===== src/rtl/mmix_mem_port.sv =====
// Memory-side adapter: turns one size-tagged, big-endian 64-bit load/store
// request into one or two 32-bit Avalon-MM beats. It returns right-justified,
// zero-extended read data and a one-cycle completion pulse.
module mmix_mem_port #(
  parameter int ADDR_W = 23
) (
  input  logic              clk,
  input  logic              reset,
  input  logic [63:0]       mem_address,
  input  logic [1:0]        mem_datasize,
  input  logic              mem_read,
  input  logic              mem_write,
  input  logic [63:0]       mem_writedata,
  output logic [63:0]       mem_readdata,
  output logic              mem_done,
  output logic [ADDR_W-1:0] avm_address,
  output logic [3:0]        avm_byteenable,
  output logic              avm_read,
  output logic              avm_write,
  output logic [31:0]       avm_writedata,
  input  logic [31:0]       avm_readdata,
  input  logic              avm_readdatavalid,
  input  logic              avm_waitrequest
);

  typedef enum logic [1:0] {IDLE, REQ, RESP, DONE} state_t;

  state_t            state_reg, state_next;
  logic              beat_reg, beat_next;
  logic [ADDR_W-1:0] addr_reg;
  logic [1:0]        size_reg;
  logic [63:0]       wdata_reg;
  logic              is_read_reg;
  logic [63:0]       result_reg, result_next;
  logic [ADDR_W-1:0] align_mask;
  logic [31:0]       lane_wdata;
  logic [3:0]        lane_be;
  logic [1:0]        lane_sel;
  logic [7:0]        rd_byte [4];
  logic              in_req;
  logic              last_beat;
  logic              unused_addr_hi;

  // Address bits above the bus width are dropped on purpose.
  assign unused_addr_hi = ^mem_address[63:ADDR_W];

  // Lane 3 holds the lowest byte address (big-endian), lane 0 the highest.
  for (genvar gi = 0; gi < 4; gi++) begin : g_lane
    assign rd_byte[gi] = avm_readdata[8*gi +: 8];
  end

  assign in_req    = (state_reg == REQ);
  assign lane_sel  = 2'd3 - addr_reg[1:0];
  // Only the first beat of an octa is followed by a second one.
  assign last_beat = !((size_reg == 2'd3) && !beat_reg);

  // Natural alignment for the incoming request size.
  always_comb begin
    case (mem_datasize)
      2'd0:    align_mask = '1;
      2'd1:    align_mask = {{(ADDR_W-1){1'b1}}, 1'b0};
      2'd2:    align_mask = {{(ADDR_W-2){1'b1}}, 2'b00};
      default: align_mask = {{(ADDR_W-3){1'b1}}, 3'b000};
    endcase
  end

  // Byte-lane enables and replicated write data for the current beat.
  always_comb begin
    case (size_reg)
      2'd0: begin
        lane_be    = 4'b1000 >> addr_reg[1:0];
        lane_wdata = {4{wdata_reg[7:0]}};
      end
      2'd1: begin
        lane_be    = addr_reg[1] ? 4'b0011 : 4'b1100;
        lane_wdata = {2{wdata_reg[15:0]}};
      end
      2'd2: begin
        lane_be    = 4'b1111;
        lane_wdata = wdata_reg[31:0];
      end
      default: begin
        lane_be    = 4'b1111;
        lane_wdata = beat_reg ? wdata_reg[31:0] : wdata_reg[63:32];
      end
    endcase
  end

  // Bus command is only presented in REQ; everything else is quiet zero.
  assign avm_read       = in_req && is_read_reg;
  assign avm_write      = in_req && !is_read_reg;
  assign avm_byteenable = in_req ? lane_be : 4'b0000;
  assign avm_writedata  = in_req ? lane_wdata : 32'd0;
  assign avm_address    = in_req ? {addr_reg[ADDR_W-1:3], addr_reg[2] | beat_reg, 2'b00}
                                 : '0;
  assign mem_done       = (state_reg == DONE);
  assign mem_readdata   = result_reg;

  // Transaction sequencing: one outstanding request, octa as two beats.
  always_comb begin
    state_next = state_reg;
    beat_next  = beat_reg;
    case (state_reg)
      IDLE: begin
        if (mem_read || mem_write) begin
          state_next = REQ;
          beat_next  = 1'b0;
        end
      end
      REQ: begin
        if (!avm_waitrequest) begin
          if (is_read_reg) begin
            state_next = RESP;
          end else if (!last_beat) begin
            beat_next = 1'b1;
          end else begin
            state_next = DONE;
          end
        end
      end
      RESP: begin
        if (avm_readdatavalid) begin
          if (!last_beat) begin
            state_next = REQ;
            beat_next  = 1'b1;
          end else begin
            state_next = DONE;
          end
        end
      end
      default: state_next = IDLE;
    endcase
  end

  // Right-justify returned lanes into the result register.
  always_comb begin
    result_next = result_reg;
    if ((state_reg == RESP) && avm_readdatavalid) begin
      case (size_reg)
        2'd0:    result_next = {56'd0, rd_byte[lane_sel]};
        2'd1:    result_next = {48'd0, addr_reg[1] ? avm_readdata[15:0] : avm_readdata[31:16]};
        2'd2:    result_next = {32'd0, avm_readdata};
        default: result_next = beat_reg ? {result_reg[63:32], avm_readdata}
                                         : {avm_readdata, result_reg[31:0]};
      endcase
    end
  end

  // State, beat, latched request and result registers.
  always_ff @(posedge clk) begin
    if (reset) begin
      state_reg   <= IDLE;
      beat_reg    <= 1'b0;
      addr_reg    <= '0;
      size_reg    <= 2'd0;
      wdata_reg   <= 64'd0;
      is_read_reg <= 1'b0;
      result_reg  <= 64'd0;
    end else begin
      state_reg  <= state_next;
      beat_reg   <= beat_next;
      result_reg <= result_next;
      if ((state_reg == IDLE) && (mem_read || mem_write)) begin
        addr_reg    <= mem_address[ADDR_W-1:0] & align_mask;
        size_reg    <= mem_datasize;
        wdata_reg   <= mem_writedata;
        is_read_reg <= mem_read;
      end
    end
  end

endmodule


===== config.mk =====
export PLATFORM = sky130hd
export DESIGN_NAME = mmix_mem_port
export DESIGN_NICKNAME = d
export VERILOG_FILES = /design/src/rtl/mmix_mem_port.sv
export SDC_FILE = /design/constraint.sdc
export NUM_CORES = 1
export LEC_CHECK = 0
export CAP_MARGIN = 15
export CORE_UTILIZATION = 43
export CTS_CLUSTER_SIZE = 40
export DETAILED_ROUTE_END_ITERATION = 6
export PLACE_DENSITY = 0.8
export SYNTH_ARGS = -nofsm -noshare
export SYNTH_HDL_FRONTEND = slang
export SYNTH_SLANG_ARGS = --single-unit

===== constraint.sdc =====
create_clock -name clk -period 2.5 [get_ports clk]
set_clock_uncertainty 0.2 [all_clocks]
set_input_delay 0.75 -clock clk [delete_from_list [all_inputs] [get_ports clk]]
set_output_delay 0.75 -clock clk [all_outputs]
set_load 0.05 [all_outputs]

==> impl_results.rst, run 1 <==
.. list-table::
   :header-rows: 1

   * - Metric
     - Value
   * - Top cell family by delay on the critical path
     - simple AND/OR/NAND/NOR gates
   * - Highest attainable clock frequency
     - between 300 and 400 MHz
   * - GR Util met1
     - around two fifths
   * - DRC violation count after routing
     - 0
   * - Most common flop cell mapped by yosys
     - sky130_fd_sc_hd__dfxtp_1
   * - Number of instances on the worst hold path
     - 2
   * - Status
     - finished with violations
   * - TritonCTS sink count
     - approximately 160
   * - Area share of the leading cell type in the synthesized netlist
     - around 44%
   * - IO Count
     - 294
   * - Met2 global-route usage
     - around half
   * - Die Footprint
     - approximately 0.017 sq mm
   * - Number of cells traversed by the worst register-to-register path
     - 6
   * - Count of distinct cell types in the synthesized netlist
     - between 40 and 50
   * - Slowest CP cell
     - sky130_fd_sc_hd__dfxtp_2
   * - Max Cap Violations
     - 0
   * - Number of placed instances, taps included
     - approximately 1400
   * - Setup total negative slack
     - -8.43 ns
   * - Global placement routability congestion
     - between 0.8 and 0.9
   * - Die Height
     - ~130 um
   * - Area Growth Syn to Fin
     - 65.7%
   * - Initial antenna violation count
     - 2
   * - Port Buffer Count
     - 250
   * - Setup violators final
     - 36
   * - RSZ-0062 raised after global routing
     - yes
   * - Yosys reg bits
     - 157
   * - Total half-perimeter wirelength after legalization and detailed placement
     - approximately 17000 um
   * - Mapped cell area
     - between 0.007 and 0.008 sq mm
   * - Sequential-to-total area share from yosys stat
     - around 44%
   * - CTS Root Cell
     - sky130_fd_sc_hd__clkbuf_16
   * - First-pass GRT wire length
     - about 39000 um
   * - Total clock buffers created by CTS
     - 17
   * - Tot GR Track Use
     - 30.2%
   * - DR vias/cell
     - around 5.5
   * - WP data arrival
     - ~1.9 ns
   * - Worst slew slack as a fraction of its limit
     - 58.0%
   * - Die span in x
     - approximately 130 um
   * - Post-place setup slack
     - -0.0662 ns
   * - Largest cells by area after synthesis
     - sky130_fd_sc_hd__dfxtp_1, sky130_fd_sc_hd__nand2_1, sky130_fd_sc_hd__a21oi_1
   * - Critical-path cell list
     - nor2b_4 > buf_12 > mux2i_4 > nand2_1 > o211a_1 > buf_6
   * - Share of final-layout standard cells stronger than drive strength 1
     - ~24%
   * - Fraction of met3 tracks used by global routing
     - between 6 and 7%
   * - Row Count
     - 46
   * - Total Power Consumption
     - approximately 11 mW
   * - Synth async-reset ratio
     - 0%
   * - CTS H-tree depth
     - 4
   * - Number of DRC markers in iteration 0
     - a little under 700
   * - Per-cell routed wire length
     - 18.3 um
   * - Via count of the routed design
     - a little under 8000
   * - CP Class
     - flip-flop to output pin
   * - Post-route worst hold slack
     - 0.256 ns
   * - Total number of cells along the worst setup path
     - 6
   * - Final Cycle Share
     - 115%
   * - Synthesis warning total
     - 0
   * - Maximum number of pins on one net before global-route repair
     - 68
   * - Minimum clock period after layout
     - between 2 and 3 ns
   * - Nature of the critical path endpoint
     - output pin
   * - Number of enable-type register cells in the synthesized netlist
     - 0
   * - Failing checks
     - negative setup slack
   * - Final count of hold timing violations
     - 0
   * - Core outline area
     - about 0.016 sq mm
   * - Maximum fanout encountered on the critical timing path
     - 8
   * - Sum of overflow across all layers after global routing
     - 0
   * - Final wirelength
     - between 20000 and 30000 um
   * - Initial Util
     - between 40% and 50%
   * - CTS tree
     - built
   * - Clk_lat worst skew
     - around 0.43 ns
   * - CTS clock-pin slew for the worst setup and hold paths
     - 0.06 ns
   * - Number of search-and-repair iterations in the first detailed-routing pass
     - 5
   * - Number of nets in the layout
     - 1364
   * - Power density cells
     - roughly 940 mW/mm^2
   * - Minimum setup slack in the final design
     - -0.372 ns
   * - Required time of the critical path
     - between 1.5 and 2 ns
   * - Slew at the pin closest to its max-slew limit
     - 0.626 ns
   * - Max-slew violation count
     - 0
   * - Launching element type of the critical path
     - flip-flop
   * - Non-Filler Instances
     - approximately 1400
   * - Hold Crit Class
     - flip-flop to flip-flop
   * - Number of instances in the synthesized netlist
     - between 900 and 1000
   * - CP peak stage delay
     - 0.36 ns
   * - Cell type with the highest aggregate area in the netlist
     - sky130_fd_sc_hd__dfxtp_1
   * - Final antenna-violating net count
     - 0
   * - Grt peak-use layer
     - met2
   * - Average cell area after synthesis
     - 7.69 sq um
   * - Buffering stage count on the worst path with inverters included
     - 2
   * - Leakage power of the design
     - between 4 and 5 nW
   * - Number of buffers on the longest clock path
     - 2
   * - Maximum VDD drop
     - between 0.7 and 0.8 mV
   * - Vias in the first global route
     - about 7500
==> cells in the mapped netlist (all sizes together) (13+ instances only) <==
master / count
a22oi: 24
inv: 37
nor3: 19
nor4: 32
mux2i: 35
and2: 22
nand2: 220
buf: 24
a21boi: 16
dfxtp: 157
clkbuf: 54
a221oi: 13
a21oi: 127
nor2: 78
==> final cells by class <==
type | instances | area, sq um
fill | 1192 | 4190
multi-input combinational | 655 | 3970
timing repair buffer | 322 | 3710
sequential | 157 | 3160
clock buffer | 18 | 439
tap | 216 | 270
inverter | 37 | 144
clock inverter | 14 | 113
antenna | 2 | 5.00
==> metal layers <==
| metal | vias to the layer above | part of all wire (%) |
|---|---|---|
| met5 | - | 0 |
| met4 | 0 | 4.1 |
| met3 | 74 | 7.0 |
| met2 | 350 | 48 |
| met1 | 3643 | 41 |
| li1 | 3691 | - |
==> path summary, 6_finish.rpt <==
| path | startpoint | end | slack [ns] |
|---|---|---|---|
| setup / recovery | size_reg[0]$_SDFFE_PP0P_ | avm_writedata[21] | -0.37 |
| hold / removal | addr_reg[3]$_SDFFE_PP0P_ | addr_reg[3]$_SDFFE_PP0P_ | 0.26 |
| setup reg to reg | state_reg[0]$_SDFFE_PP0P_ | state_reg[0]$_SDFFE_PP0P_ | 0.32 |
| hold reg to reg | addr_reg[3]$_SDFFE_PP0P_ | addr_reg[3]$_SDFFE_PP0P_ | 0.26 |
==> report_power, final <==
| group | total [mW] | internal (mW) | switching (mW) |
|---|---|---|---|
| Clock | 2.44 | 1.31 | 1.12 |
| Combinational | 5.41 | 2.37 | 3.04 |
| Sequential | 3.28 | 2.93 | 0.342 |
==> through the flow <==
| step | cell area [sq um] | util, % |
|---|---|---|
| 4_1_cts | 11700 | 73.0 |
| 3_5_place_dp | 10700 | 66.6 |
| 5_1_grt | 11800 | 73.8 |
| 3_3_place_gp | 10700 | 66.6 |
| 6_report | 11800 | 73.8 |
| 2_1_floorplan | 7270 | - |
==> worst min-delay path, cell delays in order, from the launching register on <==
cell and delay, ns:
sky130_fd_sc_hd__dfxtp_1 0.31, sky130_fd_sc_hd__nand2_1 0.05, sky130_fd_sc_hd__a21oi_1 0.05
==> what timing repair did <==
action                                  in CTS  in global routing
resized for setup                          126                 24
hold buffers                                 0                  0
cloned                                       4                  0
pin swaps                                   34                 12
endpoints found under the setup margin      91                 51
setup buffers                               11                  9
==> placed cells by master (no fill, tap or decap), types with 9 or more instances in the layout <==
master	n
sky130_fd_sc_hd__a21boi_4	9
sky130_fd_sc_hd__buf_12	64
sky130_fd_sc_hd__inv_1	35
sky130_fd_sc_hd__buf_6	21
sky130_fd_sc_hd__nor3_1	17
sky130_fd_sc_hd__clkdlybuf4s50_1	125
sky130_fd_sc_hd__nor4_1	32
sky130_fd_sc_hd__buf_4	75
sky130_fd_sc_hd__and2_4	18
sky130_fd_sc_hd__dlygate4sd2_1	32
sky130_fd_sc_hd__a221oi_1	10
sky130_fd_sc_hd__nor2_1	74
sky130_fd_sc_hd__dfxtp_1	152
sky130_fd_sc_hd__nand2_1	210
sky130_fd_sc_hd__clkbuf_16	17
sky130_fd_sc_hd__a22oi_1	16
sky130_fd_sc_hd__a21oi_1	124
sky130_fd_sc_hd__mux2i_1	31
==> logic make-up (layout without fill, tap and decap cells) <==
kind of cell | count (synthesis) | after routing | synth area share (%)
adders and majority gates | 6 | 6 | 1.05
other | 1 | 4 | 0.0526
buffers and inverters | 115 | 391 | 6.71
muxes | 35 | 35 | 4.92
AOI/OAI and AO/OA | 217 | 217 | 18.8
DFF | 157 | 157 | 44.1
and+or+nand+nor | 395 | 395 | 24.4
No activity file was read; power rests on OpenSTA's default activity.
==> run 2, diff against run 1 <==
--- a/config.mk
+++ b/config.mk
@@ -7,7 +7,6 @@
 export LEC_CHECK = 0
 export CAP_MARGIN = 15
 export CORE_UTILIZATION = 43
-export CTS_CLUSTER_SIZE = 40
 export DETAILED_ROUTE_END_ITERATION = 6
 export PLACE_DENSITY = 0.8
 export SYNTH_ARGS = -nofsm -noshare
==> results of run 2 <==
No change in the layout: final DEF, timing and power equal those of run 1.
